===== src/rtl/fetch_prefetch_ctrl.sv =====
// Pipelined instruction-fetch controller: issues sequential icache reads with up to
// MAX_OUTS in flight, buffers returned instructions in order, and flushes on redirect.
module fetch_prefetch_ctrl #(
  parameter int unsigned        ADDR_W   = 32,
  parameter int unsigned        INST_W   = 32,
  parameter int unsigned        DEPTH    = 4,
  parameter int unsigned        MAX_OUTS = 2,
  parameter logic [ADDR_W-1:0]  RESET_PC = 32'h8000_0000
) (
  input  logic              clock,
  input  logic              reset,
  input  logic              firing,
  input  logic              redirect_i,
  input  logic [ADDR_W-1:0] redirect_pc_i,
  output logic              arvalid_o,
  output logic [ADDR_W-1:0] araddr_o,
  input  logic              arready_i,
  input  logic              rvalid_i,
  input  logic [INST_W-1:0] rdata_i,
  output logic              rready_o,
  output logic              valid_post_o,
  output logic [ADDR_W-1:0] pc_o,
  output logic [INST_W-1:0] inst_o,
  input  logic              ready_post_i
);

  localparam int unsigned AW = $clog2(DEPTH);
  localparam int unsigned PW = AW + 1;
  localparam int unsigned OW = PW + 1;

  typedef enum logic {IDLE, RUN} state_e;

  state_e            state_q, state_d;
  logic [ADDR_W-1:0] fetch_pc_q, fetch_pc_d;
  logic [ADDR_W-1:0] resp_pc_q, resp_pc_d;
  logic [ADDR_W-1:0] hold_addr_q, hold_addr_d;
  logic              hold_q, hold_d;
  logic [PW-1:0]     inflight_q, inflight_d;
  logic [PW-1:0]     stale_q, stale_d;
  logic [PW-1:0]     wptr_q, wptr_d;
  logic [PW-1:0]     rptr_q, rptr_d;

  logic [ADDR_W-1:0] pc_mem   [DEPTH];
  logic [INST_W-1:0] inst_mem [DEPTH];

  logic          run, empty, credit_ok, ar_fire, r_fire, pop, push;
  logic [PW-1:0] count;
  logic [OW-1:0] occupancy;

  assign run       = (state_q == RUN);
  assign count     = wptr_q - rptr_q;
  assign empty     = (wptr_q == rptr_q);
  assign occupancy = OW'(count) + OW'(inflight_q);
  assign credit_ok = (inflight_q < PW'(MAX_OUTS)) && (occupancy < OW'(DEPTH));

  // A request caught by a redirect before it was accepted keeps its old address
  // (hold_q); it is marked stale only once it actually fires.
  assign arvalid_o    = run & (hold_q | credit_ok);
  assign araddr_o     = hold_q ? hold_addr_q : fetch_pc_q;
  assign rready_o     = run;
  assign valid_post_o = run & ~empty & ~redirect_i;
  assign pc_o         = pc_mem[rptr_q[AW-1:0]];
  assign inst_o       = inst_mem[rptr_q[AW-1:0]];

  assign ar_fire = arvalid_o & arready_i;
  assign r_fire  = rvalid_i & rready_o;
  assign pop     = valid_post_o & ready_post_i;
  assign push    = r_fire & ~redirect_i & (stale_q == '0);

  // NOTE: every next-state signal gets its hold value first so no path leaves it
  // unassigned; skipping the defaults is how latches get inferred here.
  always_comb begin
    state_d     = state_q;
    fetch_pc_d  = fetch_pc_q;
    resp_pc_d   = resp_pc_q;
    hold_d      = hold_q;
    hold_addr_d = hold_addr_q;
    inflight_d  = inflight_q + PW'(ar_fire) - PW'(r_fire);
    stale_d     = stale_q;
    wptr_d      = wptr_q;
    rptr_d      = rptr_q;

    if (state_q == IDLE) begin
      if (redirect_i) begin
        fetch_pc_d = redirect_pc_i;
        resp_pc_d  = redirect_pc_i;
      end
      if (firing) state_d = RUN;
    end else begin
      if (ar_fire) begin
        if (hold_q) hold_d = 1'b0;
        else        fetch_pc_d = fetch_pc_q + ADDR_W'(4);
      end
      stale_d = stale_q + PW'(ar_fire & hold_q) - PW'(r_fire & (stale_q != '0));
      if (push) begin
        wptr_d    = wptr_q + PW'(1);
        resp_pc_d = resp_pc_q + ADDR_W'(4);
      end
      if (pop) rptr_d = rptr_q + PW'(1);

      // Redirect overrides everything above: all older requests become stale.
      if (redirect_i) begin
        wptr_d     = '0;
        rptr_d     = '0;
        stale_d    = inflight_d;
        fetch_pc_d = redirect_pc_i;
        resp_pc_d  = redirect_pc_i;
        if (arvalid_o && !arready_i && !hold_q) begin
          hold_d      = 1'b1;
          hold_addr_d = fetch_pc_q;
        end
      end
    end
  end

  // NOTE: sequential state uses non-blocking assignments so every register
  // samples the pre-edge values computed above.
  always_ff @(posedge clock) begin
    if (reset) begin
      state_q     <= IDLE;
      fetch_pc_q  <= RESET_PC;
      resp_pc_q   <= RESET_PC;
      hold_q      <= 1'b0;
      hold_addr_q <= RESET_PC;
      inflight_q  <= '0;
      stale_q     <= '0;
      wptr_q      <= '0;
      rptr_q      <= '0;
    end else begin
      state_q     <= state_d;
      fetch_pc_q  <= fetch_pc_d;
      resp_pc_q   <= resp_pc_d;
      hold_q      <= hold_d;
      hold_addr_q <= hold_addr_d;
      inflight_q  <= inflight_d;
      stale_q     <= stale_d;
      wptr_q      <= wptr_d;
      rptr_q      <= rptr_d;
    end
  end

  // NOTE: queue storage is not reset; the pointers alone define which entries are
  // valid, so clearing the array would only cost reset fan-out.
  always_ff @(posedge clock) begin
    if (push) begin
      pc_mem[wptr_q[AW-1:0]]   <= resp_pc_q;
      inst_mem[wptr_q[AW-1:0]] <= rdata_i;
    end
  end

endmodule


===== config.mk =====
export PLATFORM = sky130hd
export DESIGN_NAME = fetch_prefetch_ctrl
export DESIGN_NICKNAME = d
export VERILOG_FILES = /design/src/rtl/fetch_prefetch_ctrl.sv
export SDC_FILE = /design/constraint.sdc
export NUM_CORES = 1
export LEC_CHECK = 0
export ABC_AREA = 1
export CELL_PAD_IN_SITES_DETAIL_PLACEMENT = 1
export CELL_PAD_IN_SITES_GLOBAL_PLACEMENT = 2
export CORE_ASPECT_RATIO = 0.75
export CORE_MARGIN = 2
export CORE_UTILIZATION = 39
export DETAILED_ROUTE_END_ITERATION = 12
export GPL_TIMING_DRIVEN = 0
export PLACE_DENSITY = 0.86
export SYNTH_ARGS = -nofsm -noshare
export SYNTH_HDL_FRONTEND = slang
export SYNTH_SLANG_ARGS = --single-unit

===== constraint.sdc =====
create_clock -name clock -period 7.6 [get_ports clock]
set_input_delay 1.14 -clock clock [delete_from_list [all_inputs] [get_ports clock]]
set_output_delay 1.14 -clock clock [all_outputs]
set_load 0.05 [all_outputs]

==> run metrics <==
Syn Area/Cell=about 9.5 sq um; Syn Nets=approximately 1.8k; routed len/inst=21.0 um; initial antenna violation count=1; Synth cell types=between 40 and 50; sw frac=0.275; fin crit period=around 4.6 ns; # IOs=between 150 and 200; Hold Fails Final Rpt=0; post-route ant nets=0; Iteration-0 DRC Markers=slightly above 900; Worst setup EP type=primary output; Reg clk slew, reported paths=0.06 ns; maximum vdd drop=between 100 and 150 uV; MaxCap Viol Count=0; vias=13.5k; #FFs+latches synth=around 370; Arr. time, crit path=between 3 and 4 ns; Multi-input gate area=5540 sq um; crit path kind=reg -> out; Synth warnings=0; clk buf depth=3; DRC=0; number of synthesized flops with an enable pin=approximately 260; layout cells sized above 1=0.0738; status=complete, no violations; synth-to-layout area growth=23.5%; PortBufs=around 170; clk_skew=~0.019 ns; Die Area=between 40,000 and 50,000 sq um; Gates resized, CTS repair=0; Worst-Margin Slew=between 0.8 and 0.9 ns; worst hold start=hold_addr_q[14]$_SDFFE_PP0P_; Achievable Freq=~220 MHz; drt first pass iters=5; vias in the first global route=14.0k; Nets=between 2k and 2.5k; Core Region=about 40,000 sq um; total of fill cells in the finished design=4,661; Crit path max-delay family=buffers and inverters; Chip Width=roughly 240 um; final setup violating endpoints=0; largest area contributor in the netlist=edfxtp_1; pin count of the biggest net entering global routing=28; Slew HR=0.424; cell-internal power=approximately 3.5 mW; FF-to-FF End=stale_q[2]$_SDFFE_PP0P_; P_leak=7.12 nW; Sw Pwr=between 1 and 1.5 mW; first-pass GRT wire length=between 80,000 and 90,000 um; Top FF cell, synth=edfxtp_1; CTS Hold Bufs=0; Crit. Startpoint=wptr_q[0]$_SDFFE_PP0P_; gate count after technology mapping=roughly 1.7k; TritonCTS Sinks=between 300 and 400; hold path depth=2; Worst path most repeated cell=inv_1; final critical-path share of the clock period=0.604; top-count cell post-synth=nand2_1; Pwr Density=roughly 240 nW/um^2; Flop pwr share=0.476; HPWL Detailed=~38,000 um; die height=181 um; RSZ-0062 raised after global routing=no; Slowest cell on crit path=clkdlybuf4s50_1; cts bufs inserted=39; crit-path cells=inv_1 -> ha_1 -> inv_1 -> fa_1 -> xor2_1 -> ha_1 -> nor2_1 -> nand3_1 -> o21ai_0 -> nand2_1 -> inv_1 -> clkdlybuf4s50_1; H-Tree Depth=2; CTS tree=yes; Skew-Pair Late Insertion Delay=0.56 ns; register area share after synthesis=0.609; most common library cells after synthesis=nand2_1 (298), nor2_1 (259), edfxtp_1 (256); Worst Path Required=6.46 ns; Tot GR Track Use=0.244; Final Max Tran Viols=0; Worst Path Max Fanout=5; Cells after DPL=approximately 2.5k; Worst Path Buf+Inv=4; Sum Neg Setup Slack=0 ns; routability cong.=around 0.87; Hold WC Path Type=reg -> reg; top cells by area, synth=edfxtp_1 (47%), dfxtp_1 (14%), o21ai_0 (7.5%), nand2_1 (6.9%), nor2_1 (6.0%); final std cells w/o fill=about 2.5k; Mapped Area=approximately 16,000 sq um; Inserted Diodes=0; crit-path max cell delay=approximately 0.80 ns; worst r2r src=wptr_q[0]$_SDFFE_PP0P_; CTS root buffer=clkbuf_16; R2R cell count=20; Seq. cell area=between 9000 and 10,000 sq um; gr ovfl total=0; final wirelength=53,100 um; Combinational Power Share=0.127; Critical Path Start Type=register; # Post-CTS Setup Buffers=0; vias per cell=5.35; R2R setup slack=approximately 3.8 ns; starting density of the core=0.398; top cell type's share of synthesized area=0.471; share of flip-flops with an asynchronous set or reset=0; clock power share=0.397; site row count=64; Worst Hold Path EP=hold_addr_q[14]$_SDFFE_PP0P_
==> worst register-to-register path: stages (launching register included) <==
cell and delay, ns:
dfxtp_1 0.35, inv_1 0.14, ha_1 0.16, inv_1 0.05
fa_1 0.37, xor2_1 0.18, ha_1 0.28, nor2_1 0.10
nand3_1 0.12, o21ai_0 0.17, nand2_1 0.11, nor2_1 0.21
inv_1 0.07, ha_1 0.27, inv_1 0.06, ha_1 0.13
inv_1 0.05, fa_1 0.37, xor2_1 0.30, a22oi_1 0.11
a21oi_1 0.17
==> worst max path at each step <==
stage	endpoint	slack [ns]	cells past startpoint
global route	arvalid_o	2.85	12
finish	arvalid_o	3.01	12
global placement	pc_mem[3][25]$_DFFE_PP_	-0.002	7
CTS	arvalid_o	2.98	12
detailed placement	valid_post_o	3.24	7
floorplan	inst_mem[0][0]$_DFFE_PP_	2.85	6
==> per-stage QoR <==
stage	power [mW]	worst slack, ns	utilization	area (sq um)	hold slack (ns)
final	4.84	3.01	0.491	20100	0.452
after global routing	5.01	2.85	0.491	20100	0.476
after CTS	4.88	2.98	0.491	20100	0.453
after detailed placement	2.96	3.24	0.460	18900	0.443
after global placement	2.94	-0.00232	0.456	18700	0.435
after floorplan	2.68	2.85	-	16300	0.424
==> flip-flops by register name, summed over array words and instances, names as in the netlist, named ones only <==
| register | count |
|---|---|
| fetch_pc_q | 32 |
| hold_addr_q | 32 |
| hold_q | 1 |
| inflight_q | 3 |
| inst_mem | 128 |
| pc_mem | 128 |
| resp_pc_q | 32 |
| rptr_q | 3 |
| rready_o | 1 |
| stale_q | 3 |
| wptr_q | 3 |
==> cells by family (layout without fill, tap and decap cells) <==
group | after synthesis | in the layout | share of synthesized area
XOR/XNOR | 13 | 13 | 0.00698
flip-flops | 368 | 368 | 0.609
adder cells (fa/ha/maj) | 19 | 19 | 0.0160
buffers and inverters | 212 | 458 | 0.0530
AND/OR/NAND/NOR | 677 | 677 | 0.175
AO/OA/AOI/OAI | 430 | 430 | 0.140
==> per-layer routing <==
layer / track usage / wire length, um / part of all wire
met1: 0.337 / 24500 / 0.46
met2: 0.402 / 24900 / 0.47
met3: 0.0353 / 2460 / 0.046
met4: 0.0639 / 1280 / 0.024
met5: 0 / 13 / 0.00024
==> placed cells by master (no fill, tap or decap), types with 64 or more instances in the layout <==
cell	n
a21oi_1	97
clkbuf_1	65
clkdlybuf4s50_1	167
dfxtp_1	112
edfxtp_1	256
inv_1	109
nand2_1	298
nor2_1	255
o21ai_0	243
o22ai_1	64
==> power by group through the flow <==
stage	Clock, mW	Sequential (mW)	Combinational, mW
2_1_floorplan	0	2.31	0.376
3_3_place_gp	0	2.34	0.594
3_5_place_dp	0	2.35	0.611
4_1_cts	1.96	2.30	0.616
5_1_grt	2.03	2.31	0.663
6_report	1.92	2.31	0.615
==> layout make-up <==
cell class / count / share of cell area
buffer: 89 / 0.0200
clock buffer: 47 / 0.0504
clock inverter: 24 / 0.0125
inverter: 123 / 0.0229
multi-input combinational: 1139 / 0.275
sequential: 368 / 0.493
tap: 561 / 0.0348
timing repair buffer: 175 / 0.0913
No activity file was read; power rests on OpenSTA's default activity.
